[src/rtl/dijkstra_path_tracer_if.sv]
// Command, predecessor-write and readback signals of the Dijkstra path tracer.
// The master drives commands and writes; the slave is the tracer itself.
interface dijkstra_path_tracer_if #(
  parameter int unsigned NODE_W = 16
) ();
  logic              pred_we;
  logic [NODE_W-1:0] pred_node;
  logic [NODE_W-1:0] pred_value;
  logic              start;
  logic [NODE_W-1:0] src;
  logic [NODE_W-1:0] dst;
  logic              busy;
  logic              done;
  logic              path_valid;
  logic [1:0]        error_code;
  logic [NODE_W-1:0] path_len;
  logic [NODE_W-1:0] rd_index;
  logic [NODE_W-1:0] path_node;

  modport master (
    output pred_we, pred_node, pred_value, start, src, dst, rd_index,
    input  busy, done, path_valid, error_code, path_len, path_node
  );

  modport slave (
    input  pred_we, pred_node, pred_value, start, src, dst, rd_index,
    output busy, done, path_valid, error_code, path_len, path_node
  );
endinterface

[src/rtl/dijkstra_path_tracer.sv]
// Walks the predecessor array from dst back to src into a path buffer and serves indexed readback.
// Define DIJKSTRA_PATH_FORWARD_EN to read the path src-first instead of dst-first.
module dijkstra_path_tracer #(
  parameter int unsigned MAX_NODES = 32,
  parameter int unsigned NODE_W    = 16
) (
  input logic                   clock,
  input logic                   reset,
  dijkstra_path_tracer_if.slave bus
);
  localparam int unsigned       IdxW     = (MAX_NODES > 1) ? $clog2(MAX_NODES) : 1;
  localparam logic [NODE_W-1:0] MaxNodes = NODE_W'(MAX_NODES);
  localparam logic [NODE_W-1:0] Invalid  = '1;

  localparam logic [1:0] ErrNone   = 2'd0;
  localparam logic [1:0] ErrRange  = 2'd1;
  localparam logic [1:0] ErrUnreach = 2'd2;
  localparam logic [1:0] ErrLoop   = 2'd3;

  typedef enum logic [1:0] {StIdle, StTrace, StDone} state_e;

  state_e            state_q, state_d;
  logic [NODE_W-1:0] pred_q [MAX_NODES];
  logic [NODE_W-1:0] pred_d [MAX_NODES];
  logic [NODE_W-1:0] path_buf_q [MAX_NODES];
  logic [NODE_W-1:0] path_buf_d [MAX_NODES];
  logic [NODE_W-1:0] src_q, src_d;
  logic [NODE_W-1:0] cur_q, cur_d;
  logic [NODE_W-1:0] len_q, len_d;
  logic [NODE_W-1:0] path_len_q, path_len_d;
  logic [NODE_W-1:0] path_node_q, path_node_d;
  logic              busy_q, busy_d;
  logic              done_q, done_d;
  logic              valid_q, valid_d;
  logic [1:0]        err_q, err_d;
  logic [NODE_W-1:0] pred_cur;
  logic [IdxW-1:0]   rd_addr;

  assign pred_cur = pred_q[IdxW'(cur_q)];

  always_comb begin
    state_d    = state_q;
    pred_d     = pred_q;
    path_buf_d = path_buf_q;
    src_d      = src_q;
    cur_d      = cur_q;
    len_d      = len_q;
    path_len_d = path_len_q;
    busy_d     = busy_q;
    done_d     = 1'b0;
    valid_d    = valid_q;
    err_d      = err_q;

    unique case (state_q)
      StIdle: begin
        if (bus.pred_we && (bus.pred_node < MaxNodes)) begin
          pred_d[IdxW'(bus.pred_node)] = bus.pred_value;
        end
        if (bus.start) begin
          src_d   = bus.src;
          cur_d   = bus.dst;
          len_d   = '0;
          valid_d = 1'b0;
          err_d   = ErrNone;
          busy_d  = 1'b1;
          if ((bus.src >= MaxNodes) || (bus.dst >= MaxNodes)) begin
            err_d   = ErrRange;
            state_d = StDone;
          end else begin
            state_d = StTrace;
          end
        end
      end
      StTrace: begin
        path_buf_d[IdxW'(len_q)] = cur_q;
        len_d = len_q + 1'b1;
        // Reaching src wins over the loop bound so a full-length path still succeeds.
        if (cur_q == src_q) begin
          valid_d = 1'b1;
          state_d = StDone;
        end else if ((len_q + 1'b1) == MaxNodes) begin
          err_d   = ErrLoop;
          state_d = StDone;
        end else if ((pred_cur == Invalid) || (pred_cur >= MaxNodes)) begin
          err_d   = ErrUnreach;
          state_d = StDone;
        end else begin
          cur_d = pred_cur;
        end
      end
      StDone: begin
        done_d     = 1'b1;
        busy_d     = 1'b0;
        path_len_d = len_q;
        state_d    = StIdle;
      end
      default: state_d = StIdle;
    endcase
  end

  always_comb begin
`ifdef DIJKSTRA_PATH_FORWARD_EN
    rd_addr = IdxW'(path_len_q - 1'b1 - bus.rd_index);
`else
    rd_addr = IdxW'(bus.rd_index);
`endif
    path_node_d = (bus.rd_index < path_len_q) ? path_buf_q[rd_addr] : '0;
  end

  always_ff @(posedge clock or posedge reset) begin
    if (reset) begin
      state_q     <= StIdle;
      src_q       <= '0;
      cur_q       <= '0;
      len_q       <= '0;
      path_len_q  <= '0;
      path_node_q <= '0;
      busy_q      <= 1'b0;
      done_q      <= 1'b0;
      valid_q     <= 1'b0;
      err_q       <= ErrNone;
      for (int i = 0; i < MAX_NODES; i++) begin
        pred_q[i]     <= Invalid;
        path_buf_q[i] <= '0;
      end
    end else begin
      state_q     <= state_d;
      src_q       <= src_d;
      cur_q       <= cur_d;
      len_q       <= len_d;
      path_len_q  <= path_len_d;
      path_node_q <= path_node_d;
      busy_q      <= busy_d;
      done_q      <= done_d;
      valid_q     <= valid_d;
      err_q       <= err_d;
      pred_q      <= pred_d;
      path_buf_q  <= path_buf_d;
    end
  end

  assign bus.busy       = busy_q;
  assign bus.done       = done_q;
  assign bus.path_valid = valid_q;
  assign bus.error_code = err_q;
  assign bus.path_len   = path_len_q;
  assign bus.path_node  = path_node_q;

endmodule
[src/flat_wrapper.sv]
// flat-port wrapper written by rule: the top's interface ports become plain ports
module dijkstra_path_tracer_flat 
#(
  parameter int unsigned MAX_NODES = 32,
  parameter int unsigned NODE_W    = 16
)
  (clock, reset, bus_pred_we, bus_pred_node, bus_pred_value, bus_start, bus_src, bus_dst, bus_rd_index, bus_busy, bus_done, bus_path_valid, bus_error_code, bus_path_len, bus_path_node);
  dijkstra_path_tracer_if #(.NODE_W(NODE_W)) bus_i ();
  input logic clock;
  input logic reset;
  input wire logic [$bits(bus_i.pred_we)-1:0] bus_pred_we;
  input wire logic [$bits(bus_i.pred_node)-1:0] bus_pred_node;
  input wire logic [$bits(bus_i.pred_value)-1:0] bus_pred_value;
  input wire logic [$bits(bus_i.start)-1:0] bus_start;
  input wire logic [$bits(bus_i.src)-1:0] bus_src;
  input wire logic [$bits(bus_i.dst)-1:0] bus_dst;
  input wire logic [$bits(bus_i.rd_index)-1:0] bus_rd_index;
  output wire logic [$bits(bus_i.busy)-1:0] bus_busy;
  output wire logic [$bits(bus_i.done)-1:0] bus_done;
  output wire logic [$bits(bus_i.path_valid)-1:0] bus_path_valid;
  output wire logic [$bits(bus_i.error_code)-1:0] bus_error_code;
  output wire logic [$bits(bus_i.path_len)-1:0] bus_path_len;
  output wire logic [$bits(bus_i.path_node)-1:0] bus_path_node;
  assign bus_i.pred_we = bus_pred_we;
  assign bus_i.pred_node = bus_pred_node;
  assign bus_i.pred_value = bus_pred_value;
  assign bus_i.start = bus_start;
  assign bus_i.src = bus_src;
  assign bus_i.dst = bus_dst;
  assign bus_i.rd_index = bus_rd_index;
  assign bus_busy = bus_i.busy;
  assign bus_done = bus_i.done;
  assign bus_path_valid = bus_i.path_valid;
  assign bus_error_code = bus_i.error_code;
  assign bus_path_len = bus_i.path_len;
  assign bus_path_node = bus_i.path_node;
  dijkstra_path_tracer #(.MAX_NODES(MAX_NODES), .NODE_W(NODE_W)) u_core (.clock(clock), .reset(reset), .bus(bus_i));
endmodule
[config.mk]
export PLATFORM = sky130hd
export DESIGN_NAME = dijkstra_path_tracer_flat
export DESIGN_NICKNAME = d
export VERILOG_FILES = /design/src/rtl/dijkstra_path_tracer_if.sv /design/src/rtl/dijkstra_path_tracer.sv /design/src/flat_wrapper.sv
export SDC_FILE = /design/constraint.sdc
export NUM_CORES = 2
export LEC_CHECK = 0
export CORE_MARGIN = 2
export CORE_UTILIZATION = 34
export CTS_BUF_LIST = sky130_fd_sc_hd__clkbuf_16
export DETAILED_ROUTE_END_ITERATION = 10
export PLACE_DENSITY = 0.54
export SLEW_MARGIN = 20
export SYNTH_ARGS = -nofsm -noshare
export SYNTH_HDL_FRONTEND = slang
export SYNTH_SLANG_ARGS = --single-unit
[constraint.sdc]
create_clock -name clock -period 39.9 [get_ports clock]
set_clock_uncertainty 0.1 [all_clocks]
set_input_delay 7.98 -clock clock [delete_from_list [all_inputs] [get_ports clock]]
set_output_delay 7.98 -clock clock [all_outputs]
set_load 0.005 [all_outputs]
==> summary.md <==
| Metric | Value |
|---|---|
| Drt wl/cell | `24.6 um` |
| Max incr delay on CP | `0.85 ns` |
| CORE AREA | `150000 um^2` |
| Placement row count | `142` |
| Slowest-stage cell, CP | `buf_4` |
| Die W | `392 um` |
| Cts hold-fix bufs | `0` |
| Simple-Gate Fraction of Synth Area | `0.0298` |
| DRT Pass-1 Iters | `5` |
| Drc violations | `0` |
| Clock power share | `0.443` |
| Die ar. | `154000 um^2` |
| Final WL | `135 mm` |
| DP Cell Count | `5254` |
| Power Internal | `1.76 mW` |
| Type of origin of the critical path | `input port` |
| CP Cell Sequence | `clkdlybuf4s50_1, inv_8, buf_4, buf_4, buf_4, buf_4` |
| Post_cts resized | `0` |
| Adder-Cell Fraction of Synth Area | `0.00464` |
| VDD IR max | `35.0 uV` |
| Synth-to-Final Area Change | `14.1%` |
| Status | `completed` |
| RSZ-0062 raised after global routing | `false` |
| Number of nets still failing antenna checks after routing | `0` |
| # fillers | `14000` |
| Worst skew pair latency | `0.76 ns` |
| Final number of setup-violating endpoints | `0` |
| Placed inst area | `54800 um^2` |
| Reg clk slew, reported paths | `0.06 ns` |
| Postcts setup bufs | `0` |
| Root buf cell | `clkbuf_16` |
| Clock period minus worst slack | `11.99 ns` |
| GRT overflow | `0` |
| Synthesized area per cell | `15.5 um^2` |
| Seq pwr share | `0.489` |
| Pre-CTS setup slack | `26.92 ns` |
| Mux cell area share after synthesis | `0.365` |
| Cell mode on critical path | `buf_4` |
| Crit-path max FO | `126` |
| Footprint of the multi-input gates | `21700 um^2` |
| Largest net degree at the start of global routing | `145` |
| Via count of the first global-routing pass | `30400` |
| Post-synthesis cell count | `3296` |
| Tot Pwr | `2.34 mW` |
| Number of buffers added on ports | `120` |
| Fin area | `58400 um^2` |
| Worst-Margin Slew | `1.12 ns` |
| Hpwl dp | `79.5 mm` |
| CTS Buffer Depth | `3` |
| Synthesized net count | `3399` |
| Max-capacitance violation count | `0` |
| Pwr dens | `40.1 nW/um^2` |
| Period utilisation layout | `0.300` |
| Total CTS buffers | `121` |
| Crit end category | `asynchronous set/reset pin` |
| Yosys warnings | `0` |
| HP Class | `reg -> reg` |
| Synth Cell Area | `51200 um^2` |
| Top FF cell, synth | `dfrtp_1` |
| First-pass GRT wire length | `204 mm` |
| Via Count | `28600` |
| Final Non-Filler Cells | `5479` |
| Initial antenna violation count | `4` |
| Combinational family with the most area after synthesis | `multiplexers` |
| Ports | `121` |
| Initial core utilization | `0.342` |
| Share of layout cells above drive strength 1 | `0.618` |
| Compound-gate portion of the synthesized area | `0.0182` |
| FMAX | `83.4 MHz` |
| Post-route setup TNS | `0 ns` |
| Avg Vias per Cell | `5.22` |
| Setup CP Type | `in -> async` |
| Clk sinks | `1111` |
| Seq/Total Area, Yosys | `0.555` |
| Yosys cell types | `62` |
| WP data required | `40.52 ns` |
| Total global-route track usage | `0.177` |
| CP Data Arrival Time | `12.60 ns` |
| Seq cells post-synth | `1111` |
| Async set-reset flop share out of synthesis | `1.00` |
| Slew Limit Fails | `0` |
| Die height | `392 um` |
| H-tree levels | `3` |
| Final hold vios | `0` |
| Sw Ratio | `0.251` |
| Pleak | `25.7 nW` |
| XOR/XNOR Fraction of Synth Area | `0.00325` |
| Final nets | `3464` |
| P_sw | `0.587 mW` |
| Gpl congestion | `0.742` |
| Worst slew margin | `0.249` |
| PnR worst setup slack | `27.91 ns` |
| TritonCTS clock tree | `yes` |
| Combinational power share | `0.069` |
| Post-synth EDFFs | `0` |
| Critical path's top delay family | `buffers and inverters` |
| DRT iter0 DRCs | `1667` |
| Buffers & Inverters on Critical Path | `6` |
| Seq. cell area | `28500 um^2` |
==> sequential cells by signal (all words and copies together) (netlist names) <==
register	flops
u_core.path_buf_q	512
u_core.state_q	2
u_core.bus.path_valid	1
u_core.bus.done	1
u_core.bus.error_code	2
u_core.bus.busy	1
u_core.src_q	16
u_core.pred_q	512
u_core.bus.path_node	16
u_core.bus.path_len	16
u_core.len_q	16
u_core.cur_q	16
==> tightest hold or removal path, stage by stage, from the launching register on <==
cell and delay (ns):
dfrtp_1 0.35, nand2_1 0.05, nand2_1 0.06
==> layout make-up <==
class / count / area share
multi-input combinational: 1880 / 0.372
tap: 2016 / 0.0432
clock buffer: 123 / 0.0527
clock inverter: 101 / 0.00991
antenna: 1 / 0.0000428
sequential: 1111 / 0.487
timing repair buffer: 226 / 0.0337
inverter: 21 / 0.00148
==> Yosys cell counts, types with 11 or more instances <==
cell type / n / area [um^2]
xnor2_1: 18 / 158
buf_1: 34 / 128
nor3_1: 11 / 55.1
ha_1: 19 / 238
nor2_1: 73 / 274
a22oi_1: 27 / 203
mux2_2: 1042 / 11700
dfstp_2: 512 / 13500
clkbuf_1: 219 / 822
a22o_1: 15 / 131
mux2i_1: 67 / 671
mux4_2: 270 / 6080
o21ai_0: 44 / 220
nand3_1: 39 / 195
nand2_1: 111 / 417
inv_1: 20 / 75.1
a21oi_1: 12 / 60.1
nand4_1: 20 / 125
buf_2: 23 / 115
dfrtp_1: 599 / 15000
==> layout by cell type, fill, tap and decap left out, types with 9 or more instances in the layout <==
cell type,count
a22o_1,15
nand2_1,111
nor2_1,45
dfrtp_1,594
clkinv_2,12
buf_2,12
clkinv_1,33
mux4_2,270
nor4_1,9
a22oi_1,27
dfstp_2,512
xnor2_1,18
ha_1,19
clkbuf_16,123
mux2_2,1042
inv_1,67
o21ai_0,44
buf_4,103
mux2i_1,67
a21oi_1,12
clkdlybuf4s50_1,106
a21o_1,9
nand3_1,37
nor2_2,20
nand4_1,20
==> stage by stage <==
step,utilization,hold WS (ns)
floorplan,-,0.345
global placement,0.366,0.367
detailed placement,0.366,0.381
CTS,0.390,0.394
global route,0.390,0.406
finish,0.390,0.393
==> kinds of logic after synthesis <==
logic type / Yosys count
AO/OA/AOI/OAI: 137
buffers and inverters: 305
XOR/XNOR: 19
adder cells (fa/ha/maj): 19
flip-flops: 1111
multiplexers: 1387
AND/OR/NAND/NOR: 318
==> layer usage <==
metal  global-route usage  share of wire
met5                    0              0
met4               0.0457          0.020
met3               0.0254          0.035
met2                0.278           0.46
met1                0.258           0.48
==> power by group through the flow <==
stage	combinational [mW]	sequential, mW	clock [mW]
final	0.161	1.15	1.04
after global routing	0.176	1.15	1.12
after CTS	0.166	1.15	1.07
after detailed placement	0.165	1.16	0
after global placement	0.166	1.16	0
after floorplan	0.111	1.16	0
==> worst paths after layout <==
| path | start | endpoint | slack (ns) | depth (start not counted) |
|---|---|---|---|---|
| max in group clock | bus_rd_index[0] | u_core.bus.path_node[1] | 28.95 | 7 |
| worst max-delay path | reset | u_core.path_buf_q[83] | 27.91 | 6 |
| worst max register to register | u_core.cur_q[0] | u_core.cur_q[1] | 35.12 | 9 |
| min in group asynchronous | reset | u_core.bus.path_len[11] | 7.73 | 2 |
| worst min-delay path | u_core.src_q[7] | u_core.src_q[7] | 0.39 | 2 |
| worst min register to register | u_core.src_q[7] | u_core.src_q[7] | 0.39 | 2 |
No activity file was read; power rests on OpenSTA's default activity.
